[config.mk]
export PLATFORM = sky130hd
export DESIGN_NAME = pcm_mem_arbiter
export DESIGN_NICKNAME = d
export VERILOG_FILES = /design/src/rtl/pcm_arb_pkg.sv /design/src/rtl/pcm_arb_stats.sv /design/src/rtl/pcm_mem_arbiter.sv
export SDC_FILE = /design/constraint.sdc
export NUM_CORES = 1
export LEC_CHECK = 0
export ABC_AREA = 1
export BUFFER_PORTS_ARGS = -buffer_cell sky130_fd_sc_hd__buf_2
export CAP_MARGIN = 20
export CORE_MARGIN = 2
export CORE_UTILIZATION = 33
export CTS_CLUSTER_SIZE = 28
export DETAILED_ROUTE_END_ITERATION = 10
export GPL_TIMING_DRIVEN = 0
export PLACE_DENSITY = 0.86
export SLEW_MARGIN = 15
export SYNTH_ARGS = -nofsm -noshare
export SYNTH_HDL_FRONTEND = slang
export SYNTH_SLANG_ARGS = --single-unit
[constraint.sdc]
create_clock -name clk -period 3.3 [get_ports clk]
set_clock_uncertainty 0.05 [all_clocks]
set_input_delay 0.33 -clock clk [delete_from_list [all_inputs] [get_ports clk]]
set_output_delay 0.33 -clock clk [all_outputs]
set_load 0.005 [all_outputs]
[src/rtl/pcm_arb_pkg.sv]
// Shared state encodings, client indices and the idle-state winner pick for pcm_mem_arbiter.
package pcm_arb_pkg;

  localparam logic [1:0] S_IDLE  = 2'd0;
  localparam logic [1:0] S_OWN_A = 2'd1;
  localparam logic [1:0] S_OWN_B = 2'd2;

  localparam logic CLIENT_A = 1'b0;
  localparam logic CLIENT_B = 1'b1;

  // On a tie the client that was not served last wins.
  function automatic logic [1:0] idle_grant(input logic a_valid, input logic b_valid,
                                            input logic last_served);
    if (a_valid && (!b_valid || last_served == CLIENT_B)) return S_OWN_A;
    if (b_valid) return S_OWN_B;
    return S_IDLE;
  endfunction

endpackage

[src/rtl/pcm_arb_stats.sv]
// Grant counters and worst-case grant wait for pcm_mem_arbiter (PCM_ARB_STATS_EN builds).
module pcm_arb_stats #(
  parameter int unsigned WAIT_W = 8
) (
  input  logic              clk,
  input  logic              clr,
  input  logic              a_grant,
  input  logic              b_grant,
  input  logic              a_waiting,
  input  logic              b_waiting,
  input  logic              a_done,
  input  logic              b_done,
  output logic [15:0]       a_grant_count,
  output logic [15:0]       b_grant_count,
  output logic [WAIT_W-1:0] max_wait
);

  logic [15:0]       a_cnt_q, a_cnt_d, b_cnt_q, b_cnt_d;
  logic [WAIT_W-1:0] a_wait_q, a_wait_d, b_wait_q, b_wait_d;
  logic [WAIT_W-1:0] max_wait_q, max_wait_d;

  always_comb begin
    a_cnt_d = a_cnt_q + 16'(a_done);
    b_cnt_d = b_cnt_q + 16'(b_done);

    a_wait_d = a_wait_q;
    if (a_grant) a_wait_d = '0;
    else if (a_waiting && a_wait_q != '1) a_wait_d = a_wait_q + WAIT_W'(1);

    b_wait_d = b_wait_q;
    if (b_grant) b_wait_d = '0;
    else if (b_waiting && b_wait_q != '1) b_wait_d = b_wait_q + WAIT_W'(1);

    // Wait value sampled is the one accumulated up to the grant cycle.
    max_wait_d = max_wait_q;
    if (a_grant && a_wait_q > max_wait_d) max_wait_d = a_wait_q;
    if (b_grant && b_wait_q > max_wait_d) max_wait_d = b_wait_q;
  end

  always_ff @(posedge clk) begin
    if (clr) begin
      a_cnt_q    <= '0;
      b_cnt_q    <= '0;
      a_wait_q   <= '0;
      b_wait_q   <= '0;
      max_wait_q <= '0;
    end else begin
      a_cnt_q    <= a_cnt_d;
      b_cnt_q    <= b_cnt_d;
      a_wait_q   <= a_wait_d;
      b_wait_q   <= b_wait_d;
      max_wait_q <= max_wait_d;
    end
  end

  assign a_grant_count = a_cnt_q;
  assign b_grant_count = b_cnt_q;
  assign max_wait      = max_wait_q;

endmodule

[src/rtl/pcm_mem_arbiter.sv]
// Round-robin arbiter for the shared PCM memory port between ADPCM-A and ADPCM-B readers.
// Define PCM_ARB_STATS_EN to add grant counters and max-wait statistics.
module pcm_mem_arbiter
  import pcm_arb_pkg::*;
#(
  parameter int unsigned ADDR_W = 24,
  parameter int unsigned WAIT_W = 8
) (
  input  logic              clk,
  input  logic              reset,
  input  logic [ADDR_W-1:0] a_mem_addr,
  input  logic              a_mem_valid,
  output logic              a_mem_ready,
  output logic [7:0]        a_mem_rdata,
  input  logic [ADDR_W-1:0] b_mem_addr,
  input  logic              b_mem_valid,
  output logic              b_mem_ready,
  output logic [7:0]        b_mem_rdata,
  output logic [ADDR_W-1:0] pcm_mem_addr,
  output logic              pcm_mem_valid,
  input  logic [7:0]        pcm_mem_rdata,
  input  logic              pcm_mem_ready,
  output logic              busy
`ifdef PCM_ARB_STATS_EN
  ,
  input  logic              stats_reset,
  output logic [15:0]       a_grant_count,
  output logic [15:0]       b_grant_count,
  output logic [WAIT_W-1:0] max_wait
`endif
);

  logic [1:0] state_q, state_d;
  logic       last_q, last_d;
  logic [1:0] idle_win, sel;

  always_comb begin
    idle_win      = idle_grant(a_mem_valid, b_mem_valid, last_q);
    sel           = (state_q == S_IDLE) ? idle_win : state_q;
    state_d       = state_q;
    last_d        = last_q;
    pcm_mem_addr  = '0;
    pcm_mem_valid = 1'b0;
    a_mem_ready   = 1'b0;
    b_mem_ready   = 1'b0;

    // Same-cycle forwarding: in idle the freshly picked winner drives memory.
    unique case (sel)
      S_OWN_A: begin
        pcm_mem_addr  = a_mem_addr;
        pcm_mem_valid = a_mem_valid;
      end
      S_OWN_B: begin
        pcm_mem_addr  = b_mem_addr;
        pcm_mem_valid = b_mem_valid;
      end
      default: ;
    endcase

    unique case (state_q)
      S_IDLE: state_d = idle_win;
      S_OWN_A: begin
        a_mem_ready = pcm_mem_ready & ~reset;
        if (pcm_mem_ready) begin
          last_d  = CLIENT_A;
          state_d = S_IDLE;
        end else if (!a_mem_valid) begin
          state_d = S_IDLE;
        end
      end
      S_OWN_B: begin
        b_mem_ready = pcm_mem_ready & ~reset;
        if (pcm_mem_ready) begin
          last_d  = CLIENT_B;
          state_d = S_IDLE;
        end else if (!b_mem_valid) begin
          state_d = S_IDLE;
        end
      end
      default: state_d = S_IDLE;
    endcase
  end

  always_ff @(posedge clk) begin
    if (reset) begin
      state_q <= S_IDLE;
      last_q  <= CLIENT_B;
    end else begin
      state_q <= state_d;
      last_q  <= last_d;
    end
  end

  assign busy        = (state_q != S_IDLE);
  assign a_mem_rdata = pcm_mem_rdata;
  assign b_mem_rdata = pcm_mem_rdata;

`ifdef PCM_ARB_STATS_EN
  logic a_grant, b_grant;
  assign a_grant = (state_q == S_IDLE) && (idle_win == S_OWN_A);
  assign b_grant = (state_q == S_IDLE) && (idle_win == S_OWN_B);

  pcm_arb_stats #(
    .WAIT_W(WAIT_W)
  ) u_stats (
    .clk          (clk),
    .clr          (reset | stats_reset),
    .a_grant      (a_grant),
    .b_grant      (b_grant),
    .a_waiting    (a_mem_valid && state_q != S_OWN_A && !a_grant),
    .b_waiting    (b_mem_valid && state_q != S_OWN_B && !b_grant),
    .a_done       (a_mem_ready),
    .b_done       (b_mem_ready),
    .a_grant_count(a_grant_count),
    .b_grant_count(b_grant_count),
    .max_wait     (max_wait)
  );
`else
  logic [WAIT_W-1:0] unused_wait_w;
  assign unused_wait_w = '0;
`endif

endmodule

Word level (Yosys, flattened, before mapping)
Cells that the tools add are included.
{"block": "word_totals", "elab_cells": 40, "inputBits": 61, "out_inout_bits": 44, "register_bits": 3}
{"block": "op_classes", "mux": 20, "reduce_logical": 8, "eq_ne": 8, "bitwise_logic": 2}
{"operator": "$pmux W24 S2", "count": 1}
{"operator": "$mux W2", "count": 9}
{"operator": "$mux W1", "count": 7}
{"operator": "$ne A3 B3 Y1 const B", "count": 2}
{"operator": "$pmux W2 S3", "count": 1}
{"operator": "$eq A2 B1 Y1 const B", "count": 2}
{"operator": "$eq A2 B2 Y1 const B", "count": 2}
{"operator": "$ne A2 B2 Y1 const B", "count": 2}
{"operator": "$pmux W1 S2", "count": 2}
{"operator": "$reduce_bool A2 Y1", "count": 2}
{"operator": "$reduce_and A3 Y1", "count": 1}
{"operator": "$logic_not A2 Y1", "count": 1}
{"operator": "$reduce_and A2 Y1", "count": 1}
{"operator": "$and A1 B1 Y1", "count": 1}
{"operator": "$logic_and A1 B1 Y1", "count": 1}
{"operator": "$logic_not A1 Y1", "count": 1}
{"operator": "$logic_or A1 B1 Y1", "count": 1}
{"operator": "$not A1 Y1", "count": 1}

Depth between registers and ports, before layout
Gate-level depths: netlist of run 1.
{"block": "depth", "depth_word": 10, "mapped_depth": 10, "mapped_depth_nobuf": 8}

Least setup slack after synthesis of run 1
Ideal clock, no wire load.
{"block": "synth_timing", "path_type": "register to output", "startpoint": "register state_q[0]", "endpoint": "output port pcm_mem_addr[10]", "stages_incl_launch_ff": 9, "arrival_time_ns": 1.420, "t_required_ns": 2.920, "path_slack_ns": 1.500, "n_path_buf": 2, "cell_sequence": "dfxtp_1 > nor2_1 > nand3_1 > nand2_1 > inv_1 > ha_1 > buf_2 > buf_2 > a21oi_1"}
{"block": "synth_between", "elab_chain_cells": 4, "elab_cells_between_ends": 5, "classes_between": "2 x eq/ne; 2 x mux; 1 x reduce/logical"}
{"item": "from (decl)", "line": "pcm_mem_arbiter.sv:33", "rtl": "logic [1:0] state_q, state_d;"}
{"item": "from (signal assigned)", "line": "pcm_mem_arbiter.sv:89", "rtl": "state_q <= state_d;"}
{"item": "$logic_not A2 Y1", "line": "pcm_mem_arbiter.sv:39", "rtl": "sel = (state_q == S_IDLE) ? idle_win : state_q;"}
{"item": "$mux W2 *", "line": "pcm_mem_arbiter.sv:39"}
{"item": "$eq A2 B2 Y1 or $eq A2 B1 Y1 (tied branches)", "line": "pcm_mem_arbiter.sv:48", "rtl": "unique case (sel)"}
{"item": "$pmux W24 S2 *", "line": "pcm_mem_arbiter.sv:48"}
{"item": "to (decl)", "line": "pcm_mem_arbiter.sv:19", "rtl": "output logic [ADDR_W-1:0] pcm_mem_addr,"}
Every way passes the cells marked *; elsewhere a longest branch is shown, timed or not.

Final worst setup path of run 1
{"block": "layout_timing", "startpoint": "register state_q[0]", "endpoint": "output port pcm_mem_addr[2]"}
Same word-level chain as after synthesis.

==> qor.txt, run 1 <==
final global-route overflow total - 0
share of cells above drive strength 1 - 56.2%
gpl congestion - 0.754
Sink Count - 3
Leakage - 0.779 nW
actual slew at the worst max-slew pin - 0.217 ns
detailed placement HPWL - 2070 microns
RSZ-0062 raised after global routing - false
nature of the critical path startpoint - flop
die area - 0.00267 sq mm
syn avg cell area - 5.56 sq um
number of port buffers - 96
critical path depth in cells - 9
post-synth top area share - 28.0%
Final Hold Vio Count - 0
Final Non-Filler Cells - 263
via count - 1137
Fin Setup TNS - 0 ns
Via density - 4.32
Layout area overhead - 72.2%
# DRC - 0
Inst Count DP - 259
CP Buf/Inv Count - 4
maximum VDD drop - 0.363 mV
Hold EP - state_q[0]
I/O pins - 105
R2R Path Start - state_q[1]
initial core utilization - 34.3%
Unique masters post-synth - 16
crit-path max cell delay - 0.32 ns
status - completed
worst slack, placed - 1.25 ns
H-tree depth - 1
final worst path period share - 70.3%
Critical Path RT - 2.92 ns
fmax - 0.431 GHz
Routed Antenna Nets - 0
final hold slack - 0.275 ns
n_diodes - 0
CTS tree - done
Hold Crit Start - reset
clock root cell - clkbuf_4
Setup-failing EPs final - 0
Mapped Nets - 198
CP cell instances - nor2_1 -> nand3_1 -> nand2_1 -> inv_1 -> ha_1 -> buf_2 -> buf_2 -> a21oi_1 -> buf_2
final net count - 299
total CTS buffers - 3
clock buffer depth - 2
first-pass GRT wire length - 3550 microns
flops & latches, synth - 3
Routed wire per std cell - 9.50 microns
Post-Syn Instances - 135
post-synthesis sequential area ratio - 8.00%
latest clock arrival within the worst-skew pair - 0.23 ns
initial antenna violation count - 0
top cells by area, synth - nand2_1 (28%), buf_4 (17%), a21oi_1 (15%)
Post-CTS Setup Bufs - 0
Row Count - 17
Relative slew margins - 85.5%
Crit Path Class - reg -> out
core area - 0.00219 sq mm
PD cells - 258 mW/mm^2
reg2reg path depth - 4
Die H - 51.7 microns
Initial DRC Count - 20
die width - 51.7 microns
gr usage total - 16.6%
Hold Path Depth - 2
cell family with most CP delay - buffers and inverters
worst r2r dst - last_q
Resize count post-CTS - 0
r2r setup slk - 2.32 ns
first drt pass iteration count - 4
Setup crit end kind - output pin
Top cell by count, worst path - buf_2
Final Max Tran Viols - 0
Synth Warn # - 0
Worst Setup Slack, final - 0.981 ns
pin count of the biggest net entering global routing - 11
Hold-fix buffers, CTS - 0
Period minus WS final - 2.32 ns
Critical Path Fanout Max - 10
final WL - 2500 microns
Synth area leader - nand2_1
critical path data arrival time - 1.94 ns
Max-Cap Viols - 0
Crit-path slowest cell - dfxtp_1
clk slew on worst S/H paths - 0.04 ns
Netlist Area Pre-Place - 751 sq um
Hold WC Path Type - in -> reg
vias in the first global route - 890
[where the power goes]
group          internal (mW)  switching (mW)
Combinational          0.113           0.114
Clock                 0.0453          0.0193
Sequential            0.0389         0.00221
[cells by family after synthesis]
logic type	synth area share, %
AO/OA/AOI/OAI	23.5
adder cells (fa/ha/maj)	3.33
buffers and inverters	31.5
flip-flops	8.00
AND/OR/NAND/NOR	33.7
[synth_stat cells]
master,number
nor3_1,1
a21oi_1,22
nor2_1,5
nand2_1,56
ha_1,2
o21ai_2,1
inv_1,10
a21oi_2,6
o21ai_0,1
buf_2,3
nand3_1,1
buf_6,5
nand2_2,1
buf_4,17
dfxtp_1,3
nand3b_1,1
[worst max-delay path by stage]
stage | startpoint | end
2_1_floorplan | state_q[0] | pcm_mem_addr[10]
3_3_place_gp | state_q[0] | pcm_mem_addr[2]
3_5_place_dp | state_q[0] | pcm_mem_addr[2]
4_1_cts | state_q[0] | pcm_mem_addr[2]
5_1_grt | state_q[0] | pcm_mem_addr[2]
6_report | state_q[0] | pcm_mem_addr[2]
[area by class of cell]
cell class / count / area, sq um
fill: 237 / 898
timing repair buffer: 96 / 480
multi-input combinational: 97 / 454
buffer: 25 / 199
sequential: 3 / 60.1
inverter: 10 / 37.5
tap: 28 / 35.0
clock buffer: 4 / 26.3
[sequential cells by signal, summed over array words and instances, names as in the netlist]
register / count
state_q: 2
last_q: 1
[per-layer routing]
layer  GRT usage [%]  vias up  wire length (microns)
li1                -      607                      -
met4            3.95        0                      0
met2            30.6       52                   1240
met5               0        -                      0
met1            19.7      478                   1030
met3            3.16        0                    228
[placed cells by master, fill, tap and decap left out]
master | netlist | layout
buf_2 | 3 | 99
nand2_1 | 56 | 56
a21oi_1 | 22 | 22
buf_4 | 17 | 17
inv_1 | 10 | 10
a21oi_2 | 6 | 6
nor2_1 | 5 | 5
buf_6 | 5 | 5
clkbuf_4 | 0 | 3
dfxtp_1 | 3 | 3
ha_1 | 2 | 2
o21ai_2 | 1 | 1
nand3_1 | 1 | 1
nand2_2 | 1 | 1
nor3_1 | 1 | 1
o21ai_0 | 1 | 1
nand3b_1 | 1 | 1
clkbuf_1 | 0 | 1
[through the flow]
step	util [%]	total power, mW	instance area [sq um]
floorplan	-	0.174	751
global placement	57.8	0.268	1270
detailed placement	57.8	0.271	1270
CTS	59.0	0.339	1290
global route	59.0	0.369	1290
finish	59.0	0.334	1290
Power figures use the tool's default switching activity.
==> run 2: changes to the inputs <==
Settings changed: CORE_UTILIZATION 33 to 30, PLACE_DENSITY 0.86 to 0.8.
Clock period 3.3 ns to 2.25 ns, I/O delays scaled along.
==> run 2 against run 1 <==
Effect of this change:
- global-route usage shrank 2.2 points
- worst setup slack lost 0.86 ns
- sequential power grew 47%
- count of clock-buffer cells in the layout is the same
- die area grew 9.2%
- critical path depth shrank 1
- flip-flop and latch count is the same
- final cell count grew 0.38%
- clock power grew 49%
- critical path type unchanged
- cell area grew 0.77%
==> qor.txt, run 2 (same netlist as run 1, synthesis figures left out) <==
final worst path period share - 94.8%
Routed Antenna Nets - 0
Resize count post-CTS - 0
crit-path max cell delay - 0.38 ns
first-pass GRT wire length - 3190 microns
H-tree depth - 1
area post-placement - 0.00127 sq mm
CTS tree - done
Final Instance Area - 0.00130 sq mm
critical path data arrival time - 1.86 ns
first drt pass iteration count - 2
Largest register FFs - 2
Largest regs - state_q x2, last_q x1
gpl congestion - 0.735
PD cells - 378 mW/mm^2
Net Sw Power - 0.197 mW
Crit-path slowest cell - ha_1
Critical Path RT - 1.98 ns
share of cells above drive strength 1 - 56.8%
I/O pins - 105
cell family with most CP delay - buffers and inverters
switching part of the total - 40.1%
Post-CTS Setup Bufs - 0
detailed placement HPWL - 1950 microns
P_int - 0.295 mW
Routed wire per std cell - 8.77 microns
maximum VDD drop - 0.354 mV
Hold WC Path Type - in -> reg
Flop pwr share - 12.3%
Row Count - 18
Sink Count - 3
initial antenna violation count - 0
Initial DRC Count - 4
Period minus WS final - 2.13 ns
Worst Setup Slack, final - 0.117 ns
final WL - 2320 microns
Logic pwr share - 68.2%
Hold-fix buffers, CTS - 0
vias in the first global route - 840
Final Non-Filler Cells - 264
# DRC - 0
Crit Path Class - reg -> out
die area - 0.00292 sq mm
CP cell instances - nor2_2 -> nand3_2 -> nand2_1 -> inv_1 -> ha_1 -> buf_4 -> a21oi_1 -> buf_2
Inst Count DP - 261
Max-Cap Viols - 0
final global-route overflow total - 0
final net count - 298
total CTS buffers - 3
die width - 54.0 microns
latest clock arrival within the worst-skew pair - 0.24 ns
Most flops, register - state_q
commonest non-fill, non-tap cell in the layout - buf_2
number of port buffers - 96
most frequent cells in the layout - buf_2 (96), nand2_1 (56), a21oi_1 (22)
Die H - 54.0 microns
final hold slack - 0.150 ns
Critical Path Fanout Max - 10
clock root cell - clkbuf_4
pin count of the biggest net entering global routing - 11
Util after Layout - 53.5%
Final Hold Vio Count - 0
nature of the critical path startpoint - flop
gr usage total - 14.5%
Clk pwr share - 19.5%
Relative slew margins - 85.0%
fmax - 0.469 GHz
clock buffer depth - 2
via count - 1111
clk slew on worst S/H paths - 0.04 ns
worst slack, placed - 0.296 ns
Via density - 4.21
core area - 0.00243 sq mm
Leakage - 0.780 nW
Final Max Tran Viols - 0
CP Buf/Inv Count - 3
status - completed
Setup-failing EPs final - 0
Layout area overhead - 73.5%
Setup crit end kind - output pin
initial core utilization - 30.9%
actual slew at the worst max-slew pin - 0.226 ns
n_diodes - 0
## run 2: layout make-up
type,instances,area [sq um]
inverter,10,37.5
multi-input combinational,97,462
clock buffer,4,26.3
buffer,24,199
timing repair buffer,96,480
fill,267,1130
tap,30,37.5
sequential,3,60.1
## run 2: per-stage QoR
stage | power [mW] | TNS [ns]
after global placement | 0.392 | 0
after global routing | 0.546 | -0.0321
after floorplan | 0.256 | 0
after detailed placement | 0.397 | 0
after CTS | 0.495 | 0
final | 0.493 | 0
## run 2: power by group through the flow
| stage | logic (mW) | clock network, mW | registers, mW |
|---|---|---|---|
| 2_1_floorplan | 0.195 | 0 | 0.0603 |
| 3_3_place_gp | 0.331 | 0 | 0.0608 |
| 3_5_place_dp | 0.336 | 0 | 0.0611 |
| 4_1_cts | 0.337 | 0.0985 | 0.0602 |
| 5_1_grt | 0.381 | 0.103 | 0.0615 |
| 6_report | 0.336 | 0.0960 | 0.0605 |
## run 2: worst register-to-register path, stage by stage, from the launching register on
cell and delay [ns]:
dfxtp_1 0.33, inv_1 0.07, nand2_1 0.11, o21ai_0 0.18
nand3b_1 0.08
## run 2: final timing paths
path                    from          endpoint  slack (ns)  cells past startpoint
setup / recovery  state_q[1]  pcm_mem_addr[12]        0.12                      8
hold / removal         reset        state_q[1]        0.15                      2
setup reg to reg  state_q[1]            last_q        1.31                      4
hold reg to reg       last_q            last_q        0.47                      2
## run 2: routing by layer
layer	global-route usage, %	routed length (microns)	vias to the layer above
met5	0	0	-
met2	26.2	1120	53
li1	-	-	603
met1	17.3	938	452
met4	5.00	25	0
met3	1.94	232	3
